$ cat config.mk
export PLATFORM = sky130hd
export DESIGN_NAME = spi_master_axis
export DESIGN_NICKNAME = d
export VERILOG_FILES = /design/src/rtl/spi_master_axis.sv
export SDC_FILE = /design/constraint.sdc
export NUM_CORES = 1
export LEC_CHECK = 0
export ABC_AREA = 1
export ABC_CLOCK_PERIOD_IN_PS = 1800
export CAP_MARGIN = 20
export CORE_AREA = 2 2 68 70
export DETAILED_ROUTE_END_ITERATION = 10
export DIE_AREA = 0 0 70 72
export PLACE_DENSITY_LB_ADDON = 0.3
export SLEW_MARGIN = 40
export SYNTH_ARGS = -nofsm -noshare
export SYNTH_HDL_FRONTEND = slang
export SYNTH_SLANG_ARGS = --single-unit
$ cat constraint.sdc
create_clock -name clk -period 1.8 [get_ports clk]
set_input_delay 0.36 -clock clk [delete_from_list [all_inputs] [get_ports clk]]
set_output_delay 0.36 -clock clk [all_outputs]
set_load 0.005 [all_outputs]
$ cat src/rtl/spi_master_axis.sv
// SPI mode-0 master: one byte per frame from a valid/ready stream, received byte out as a one-cycle pulse.
// Pins are exposed as I/O/T triplets; T=1 means high-Z.
module spi_master_axis #(
    parameter int CLK_RATIO = 2
) (
    input  logic       clk,
    input  logic       rst,
    input  logic [7:0] spi_tx_data,
    input  logic       spi_tx_valid,
    output logic       spi_tx_ready,
    output logic [7:0] spi_rx_data,
    output logic       spi_rx_valid,
    input  logic       SCK_I,
    output logic       SCK_O,
    output logic       SCK_T,
    input  logic       SS_I,
    output logic       SS_O,
    output logic       SS_T,
    input  logic       IO0_I,
    output logic       IO0_O,
    output logic       IO0_T,
    input  logic       IO1_I,
    output logic       IO1_O,
    output logic       IO1_T
);
    localparam int CNT_W = (CLK_RATIO > 1) ? $clog2(CLK_RATIO) : 1;
    localparam logic [CNT_W-1:0] CNT_LAST = CNT_W'(CLK_RATIO - 1);

    typedef enum logic [1:0] {IDLE, LEAD, SHIFT, GAP} state_t;

    state_t           r_state, w_state_nxt;
    logic [CNT_W-1:0] r_cnt, w_cnt_nxt;
    logic [2:0]       r_bit, w_bit_nxt;
    logic [7:0]       r_tx, w_tx_nxt;
    logic [7:0]       r_rx, w_rx_nxt;
    logic             r_loaded, w_loaded_nxt;
    logic             r_ready, w_ready_nxt;
    logic             r_sck, w_sck_nxt;
    logic             r_ss, w_ss_nxt;
    logic             r_io0, w_io0_nxt;
    logic [7:0]       r_rx_data, w_rx_data_nxt;
    logic             r_rx_valid, w_rx_valid_nxt;
    logic             w_cnt_done;
    logic             w_unused;

    assign w_cnt_done = (r_cnt == CNT_LAST);
    assign w_unused   = SCK_I ^ SS_I ^ IO0_I;

    always_ff @(posedge clk or negedge rst) begin
        if (!rst) begin
            r_state    <= IDLE;
            r_cnt      <= '0;
            r_bit      <= '0;
            r_tx       <= '0;
            r_rx       <= '0;
            r_loaded   <= 1'b0;
            r_ready    <= 1'b0;
            r_sck      <= 1'b0;
            r_ss       <= 1'b1;
            r_io0      <= 1'b0;
            r_rx_data  <= '0;
            r_rx_valid <= 1'b0;
        end else begin
            r_state    <= w_state_nxt;
            r_cnt      <= w_cnt_nxt;
            r_bit      <= w_bit_nxt;
            r_tx       <= w_tx_nxt;
            r_rx       <= w_rx_nxt;
            r_loaded   <= w_loaded_nxt;
            r_ready    <= w_ready_nxt;
            r_sck      <= w_sck_nxt;
            r_ss       <= w_ss_nxt;
            r_io0      <= w_io0_nxt;
            r_rx_data  <= w_rx_data_nxt;
            r_rx_valid <= w_rx_valid_nxt;
        end
    end

    always_comb begin
        w_state_nxt    = r_state;
        w_cnt_nxt      = r_cnt;
        w_bit_nxt      = r_bit;
        w_tx_nxt       = r_tx;
        w_rx_nxt       = r_rx;
        w_loaded_nxt   = r_loaded;
        w_ready_nxt    = r_ready;
        w_sck_nxt      = r_sck;
        w_ss_nxt       = r_ss;
        w_io0_nxt      = r_io0;
        w_rx_data_nxt  = r_rx_data;
        w_rx_valid_nxt = 1'b0;

        case (r_state)
            IDLE: begin
                // A latched byte spends one cycle in IDLE with ready low before SS falls.
                if (r_loaded) begin
                    w_ss_nxt     = 1'b0;
                    w_io0_nxt    = r_tx[7];
                    w_loaded_nxt = 1'b0;
                    w_cnt_nxt    = '0;
                    w_state_nxt  = LEAD;
                end else if (r_ready && spi_tx_valid) begin
                    w_tx_nxt     = spi_tx_data;
                    w_ready_nxt  = 1'b0;
                    w_loaded_nxt = 1'b1;
                end else begin
                    w_ready_nxt  = 1'b1;
                end
            end

            LEAD: begin
                if (w_cnt_done) begin
                    w_cnt_nxt   = '0;
                    w_sck_nxt   = 1'b1;
                    w_rx_nxt    = {r_rx[6:0], IO1_I};
                    w_bit_nxt   = '0;
                    w_state_nxt = SHIFT;
                end else begin
                    w_cnt_nxt   = r_cnt + CNT_W'(1);
                end
            end

            SHIFT: begin
                if (!w_cnt_done) begin
                    w_cnt_nxt = r_cnt + CNT_W'(1);
                end else if (r_sck) begin
                    w_cnt_nxt = '0;
                    w_sck_nxt = 1'b0;
                    if (r_bit != 3'd7) begin
                        w_tx_nxt  = {r_tx[6:0], 1'b0};
                        w_io0_nxt = r_tx[6];
                    end
                end else if (r_bit == 3'd7) begin
                    // Eighth low phase doubles as SS hold; frame closes here.
                    w_cnt_nxt      = '0;
                    w_ss_nxt       = 1'b1;
                    w_rx_data_nxt  = r_rx;
                    w_rx_valid_nxt = 1'b1;
                    w_state_nxt    = GAP;
                end else begin
                    w_cnt_nxt = '0;
                    w_sck_nxt = 1'b1;
                    w_rx_nxt  = {r_rx[6:0], IO1_I};
                    w_bit_nxt = r_bit + 3'd1;
                end
            end

            GAP: begin
                if (w_cnt_done) begin
                    w_cnt_nxt   = '0;
                    w_ready_nxt = 1'b1;
                    w_state_nxt = IDLE;
                end else begin
                    w_cnt_nxt   = r_cnt + CNT_W'(1);
                end
            end

            default: w_state_nxt = IDLE;
        endcase
    end

    assign spi_tx_ready = r_ready;
    assign spi_rx_data  = r_rx_data;
    assign spi_rx_valid = r_rx_valid;
    assign SCK_O        = r_sck;
    assign SCK_T        = 1'b0;
    assign SS_O         = r_ss;
    assign SS_T         = 1'b0;
    assign IO0_O        = r_io0;
    assign IO0_T        = 1'b0;
    assign IO1_O        = 1'b0;
    assign IO1_T        = 1'b1;
endmodule

-- Yosys cells after proc, flatten, opt, wreduce, memory -nomap -nowiden
Index checks and enable logic that the tools add are counted.
- latch bits: 0
- bits in writable memories: 0
- register bits: 36
- memories: 0
- ROM bits: 0
- input bits: 15
- output and inout port bits: 18
- $add $sub $neg: 2
- $lt $le $gt $ge: 0
- mux-type cells: 49
- div/mod/pow operators: 0
- bitwise gates (word level): 1
- eq/ne operators: 16
- shift operators: 0
- reduce and logical (&&, ||, !) cells: 14
- multiply operators: 0
- operators by type and width (kind ; count):
    8-bit two-way mux ; 9
    8-bit one-hot mux with 2 select lines ; 2
    2-bit inequality test (second input constant) ; 11
    1-bit two-way mux ; 21
    5-bit AND reduction ; 3
    2-bit two-way mux ; 6
    3-bit two-way mux ; 4
    6-bit AND reduction ; 2
    1-bit one-hot mux with 2 select lines ; 5
    2-bit one-hot mux with 4 select lines ; 1
    3-bit one-hot mux with 2 select lines ; 1
    3-bit AND reduction ; 2
    2-bit nonzero test ; 3
    2-bit equality test (second input constant) ; 2
    4-bit AND reduction ; 1
    3-bit by 1-bit adder with 3-bit output (second input constant) ; 1
    3-bit equality test (second input constant) ; 1
    3-bit inequality test (second input constant) ; 1
    3-bit OR reduction ; 1
    2-bit by 1-bit equality test with 1-bit output (second input constant) ; 1
    2-bit logical NOT ; 1
    1-bit adder (second input constant) ; 1
    1-bit logical AND ; 1
    1-bit NOT ; 1

-- Logic depth before layout (Yosys ltp)
- depth after elaboration: 5
- gate-level depth with buffers: 9

-- Least setup slack after synthesis
OpenSTA, ideal clock, no wires.
- kind: flip-flop to flip-flop
- start point: register r_bit[0]
- end point: register r_bit[2]
- library setup time: 0.117 ns
- arrival: 1.342 ns
- cell stages (with the launch flop): 8
- setup slack: 0.341 ns
- clock period less this slack: 1.459 ns
- cell sequence: dfrtp_1 -> ha_1 -> ha_1 -> o21ai_1 -> nand2_1 -> buf_6 -> nand2_1 -> o21ai_2
- word-level cells in the longest chain between the ends: 5
- elaborated cells on any way between the ends: 8
- those cells by class: add/sub (1); eq/ne (2); mux (4); reduce/logical (1)
- ends and longest elaborated chain (item ; line ; text):
    start, declared ; 33 ; logic [2:0] r_bit, w_bit_nxt;
    start signal, assigned ; 66 ; r_bit <= w_bit_nxt;
    3-bit by 1-bit adder with 3-bit output ; 144 ; w_bit_nxt = r_bit + 3'd1;
    3-bit two-way mux ; 133 ; end else if (r_bit == 3'd7) begin
    3-bit two-way mux ; 126 ; end else if (r_sck) begin
    3-bit two-way mux ; 124 ; if (!w_cnt_done) begin
    3-bit one-hot mux with 2 select lines ; 93 ; case (r_state)
Parallel ways exist; a longest one is shown, timed or not. The select of a mux whose other input is x is not followed.
A chain may end at the register's enable or synchronous reset.

-- Worst setup path after layout
- start point: register r_ss (netlist: SS_O)
- end point: output SS_O
- RTL lines (item ; line ; text):
    start, declared ; 39 ; logic r_ss, w_ss_nxt;
    start signal, assigned ; 72 ; r_ss <= w_ss_nxt;
    end, declared ; 17 ; output logic SS_O,
No word-level cell between the ends.

==> results_dict.tcl <==
set metrics [dict create \
    dr.max_layer_used "met4" \
    grt_pass1_vias 1410 \
    crit_required_ps 1440 \
    p_leak_uw 0.00116 \
    cp-end-kind "output port" \
    wl_per_cell_um 10.7 \
    insertion_delay_ps 290 \
    setup_viol 0 \
    power.internal_uw 2120 \
    finalCritPeriodShare_pct 92.6 \
    criticalPathCategory "flip-flop to output port" \
    whs_ps 375 \
    via_per_inst 4.72 \
    synth_compound_area_share_pct 10.4 \
    wl_met3_um 115 \
    path_max_fanout 2 \
    syn_avg_cell_area_um2 8.42 \
    core-area_um2 4260 \
    first_pass_iters 4 \
    synth-simple-area-share_pct 25.6 \
    die_h_um 72 \
    gp_routability_congestion 0.803 \
    initial_core_util_pct 43.3 \
    seq_area_frac_synth_pct 48.9 \
    vias 1448 \
    cts-root-buf "clkbuf_8" \
    overflow 0 \
    ff2ff_path_depth 7 \
    diodes 0 \
    critPathLaunchType "flip-flop" \
    p_comb_share_pct 45.0 \
    fin_worst_skew_ps 6.45 \
    maxCapViolCount 0 \
    rows 24 \
    switchingPower_uw 1430 \
    cts_setup_buffers 0 \
    finalMaxSlewViolations 0 \
    area_growth_syn_to_layout_pct 23.6 \
    p_sw_share_pct 40.4 \
    cts_made_buffers 5 \
    final_nets 278 \
    drive_gt1_share_pct 16.5 \
    min_path_type "primary input to async pin" \
    crit_arrival_ps 1310 \
    grt_usage_pct 15.0 \
    grt_max_degree 17 \
    cts_buffer_depth 2 \
    rsz0062_at_grt "false" \
    reg2reg_from "r_bit[0]" \
    synth_top_area_share_pct 47.5 \
    worst-r2r-setup-slack_ps 170 \
    wl_met1_um 1640 \
    r2r_end "r_rx[3]" \
    drtIter0Drc 72 \
    wl_met2_um 1480 \
    routed_wl_um 3290 \
    synth-seq-cells 36 \
    fmax_ghz 0.600 \
    period_needed_ps 1670 \
    synthAdderAreaFrac_pct 6.11 \
    dieArea_um2 5040 \
    cts_resized 0 \
    synthXorXnorAreaFrac_pct 0 \
    ys_warn_count 0 \
    muxShareOfSynthArea_pct 0 \
    critPathSlowestCell "dfstp_2" \
    postCtsHoldBufs 0 \
    outcome "complete, no violations" \
    synthTopCellsByArea "dfrtp_1, nand2_1, ha_1, o21ai_2, nand3_1" \
    path_clk_slew_ps 70 \
    fin_util_pct 53.5 \
    final_hold_viol_count 0 \
    ys_types 26 \
    syn_inst 219 \
    synth_top_family_by_area "simple AND/OR/NAND/NOR gates" \
    numPortBuffers 24 \
    crit_chain "clkdlybuf4s50_1" \
    grt_pass1_wl_um 6100 \
    synth_largest_area_cell "dfrtp_1" \
    cts_sinks 36 \
    die_width_um 70 \
    cpPeakStageDelay_ps 530 \
    cts_tree "yes" \
    cp_top_family "flip-flops" \
    postRouteAntennaNets 0 \
    clkPwrFrac_pct 19.8 \
    dpl.hpwl_um 2420 \
    htreeDepth 2 \
    io_pins 33 \
    drc_errors 0 \
    antenna_found_initial 0 \
    tns_ps 0 \
    path_buf_inv 1 \
    seq_power_share_pct 35.2 \
    peakVddDrop_mv 0.862 \
    synth_area_um2 1840 \
    powerDensity_nw_per_um2 1560 \
]
==> flip-flops by register name (all words and copies together) (netlist names) <==
signal	count
IO0_O	1
SCK_O	1
SS_O	1
r_bit	3
r_cnt	1
r_loaded	1
r_rx	8
r_state	2
r_tx	8
spi_rx_data	8
spi_rx_valid	1
spi_tx_ready	1
==> per-stage QoR <==
step	cell area, um^2	setup slack (ps)	std cells	power (uW)
2_1_floorplan	1860	341	222	2440
3_3_place_gp	2170	205	299	2840
3_5_place_dp	2170	180	299	2870
4_1_cts	2280	118	307	3600
5_1_grt	2280	21.6	307	3910
6_report	2280	134	307	3550
==> synth_stat cells <==
| cell type | n |
|---|---|
| o21ai_4 | 1 |
| o21ai_2 | 11 |
| buf_2 | 3 |
| or2_1 | 1 |
| o21ai_0 | 1 |
| nand2_1 | 87 |
| inv_2 | 4 |
| buf_4 | 6 |
| o21a_1 | 1 |
| nand4_2 | 1 |
| nand3_1 | 13 |
| nor2_2 | 2 |
| nand2_2 | 2 |
| ha_1 | 9 |
| nand3b_1 | 1 |
| dfstp_2 | 1 |
| buf_6 | 2 |
| a21oi_1 | 1 |
| o22ai_1 | 1 |
| conb_1 | 2 |
| nand4_1 | 1 |
| nor2_1 | 5 |
| nor3_1 | 1 |
| dfrtp_1 | 35 |
| o21ai_1 | 11 |
| inv_1 | 16 |
==> kinds of logic after synthesis <==
logic type / after synthesis
buf+inv: 31
other cells: 2
compound gates: 27
flops: 36
simple gates: 114
fa+ha+maj: 9
==> cells in the final DEF, fill, tap and decap left out <==
cell	count
nand2_1	87
nor2_2	2
dfrtp_1	35
buf_4	12
bufinv_16	1
clkdlybuf4s50_1	24
o21ai_2	11
nand4_1	1
ha_1	9
or2_1	1
o21ai_0	1
o21ai_4	1
o21ai_1	11
nand3_1	13
o22ai_1	1
dfstp_2	1
inv_1	16
clkbuf_8	5
inv_2	4
o21a_1	1
nand2_2	2
nor3_1	1
conb_1	5
clkinvlp_4	1
clkinv_2	1
nand3b_1	1
a21oi_1	1
nand4_2	1
nor2_1	5
==> cell type report <==
class | instances | area [um^2]
clock buffer | 5 | 68.8
clock inverter | 3 | 42.5
timing repair buffer | 36 | 330
tap | 52 | 65.1
multi-input combinational | 155 | 796
sequential | 36 | 902
fill | 422 | 1980
inverter | 20 | 75.1
==> power groups by stage <==
stage          clock, uW  sequential (uW)  combinational, uW
3_3_place_gp           0             1260               1580
3_5_place_dp           0             1260               1610
5_1_grt              756             1290               1860
4_1_cts              729             1250               1620
6_report             702             1250               1600
2_1_floorplan          0             1230               1210
==> layer usage <==
layer | global-route usage (%) | vias up
met5 | 0 | -
met4 | 6.41 | 0
met3 | 3.47 | 7
met2 | 24.1 | 32
met1 | 19.6 | 660
li1 | - | 749
==> worst max path at each step <==
stage | startpoint | endpoint | slack, ps | cells after the start
after floorplan | r_bit[0] | r_bit[2] | 340 | 7
after global placement | r_bit[0] | r_rx[5] | 200 | 7
after detailed placement | r_bit[0] | r_rx[3] | 180 | 7
after CTS | SS_O | SS_O | 120 | 1
after global routing | r_state[0] | r_state[0] | 20 | 8
final | SS_O | SS_O | 130 | 1
Power figures use the tool's default switching activity.
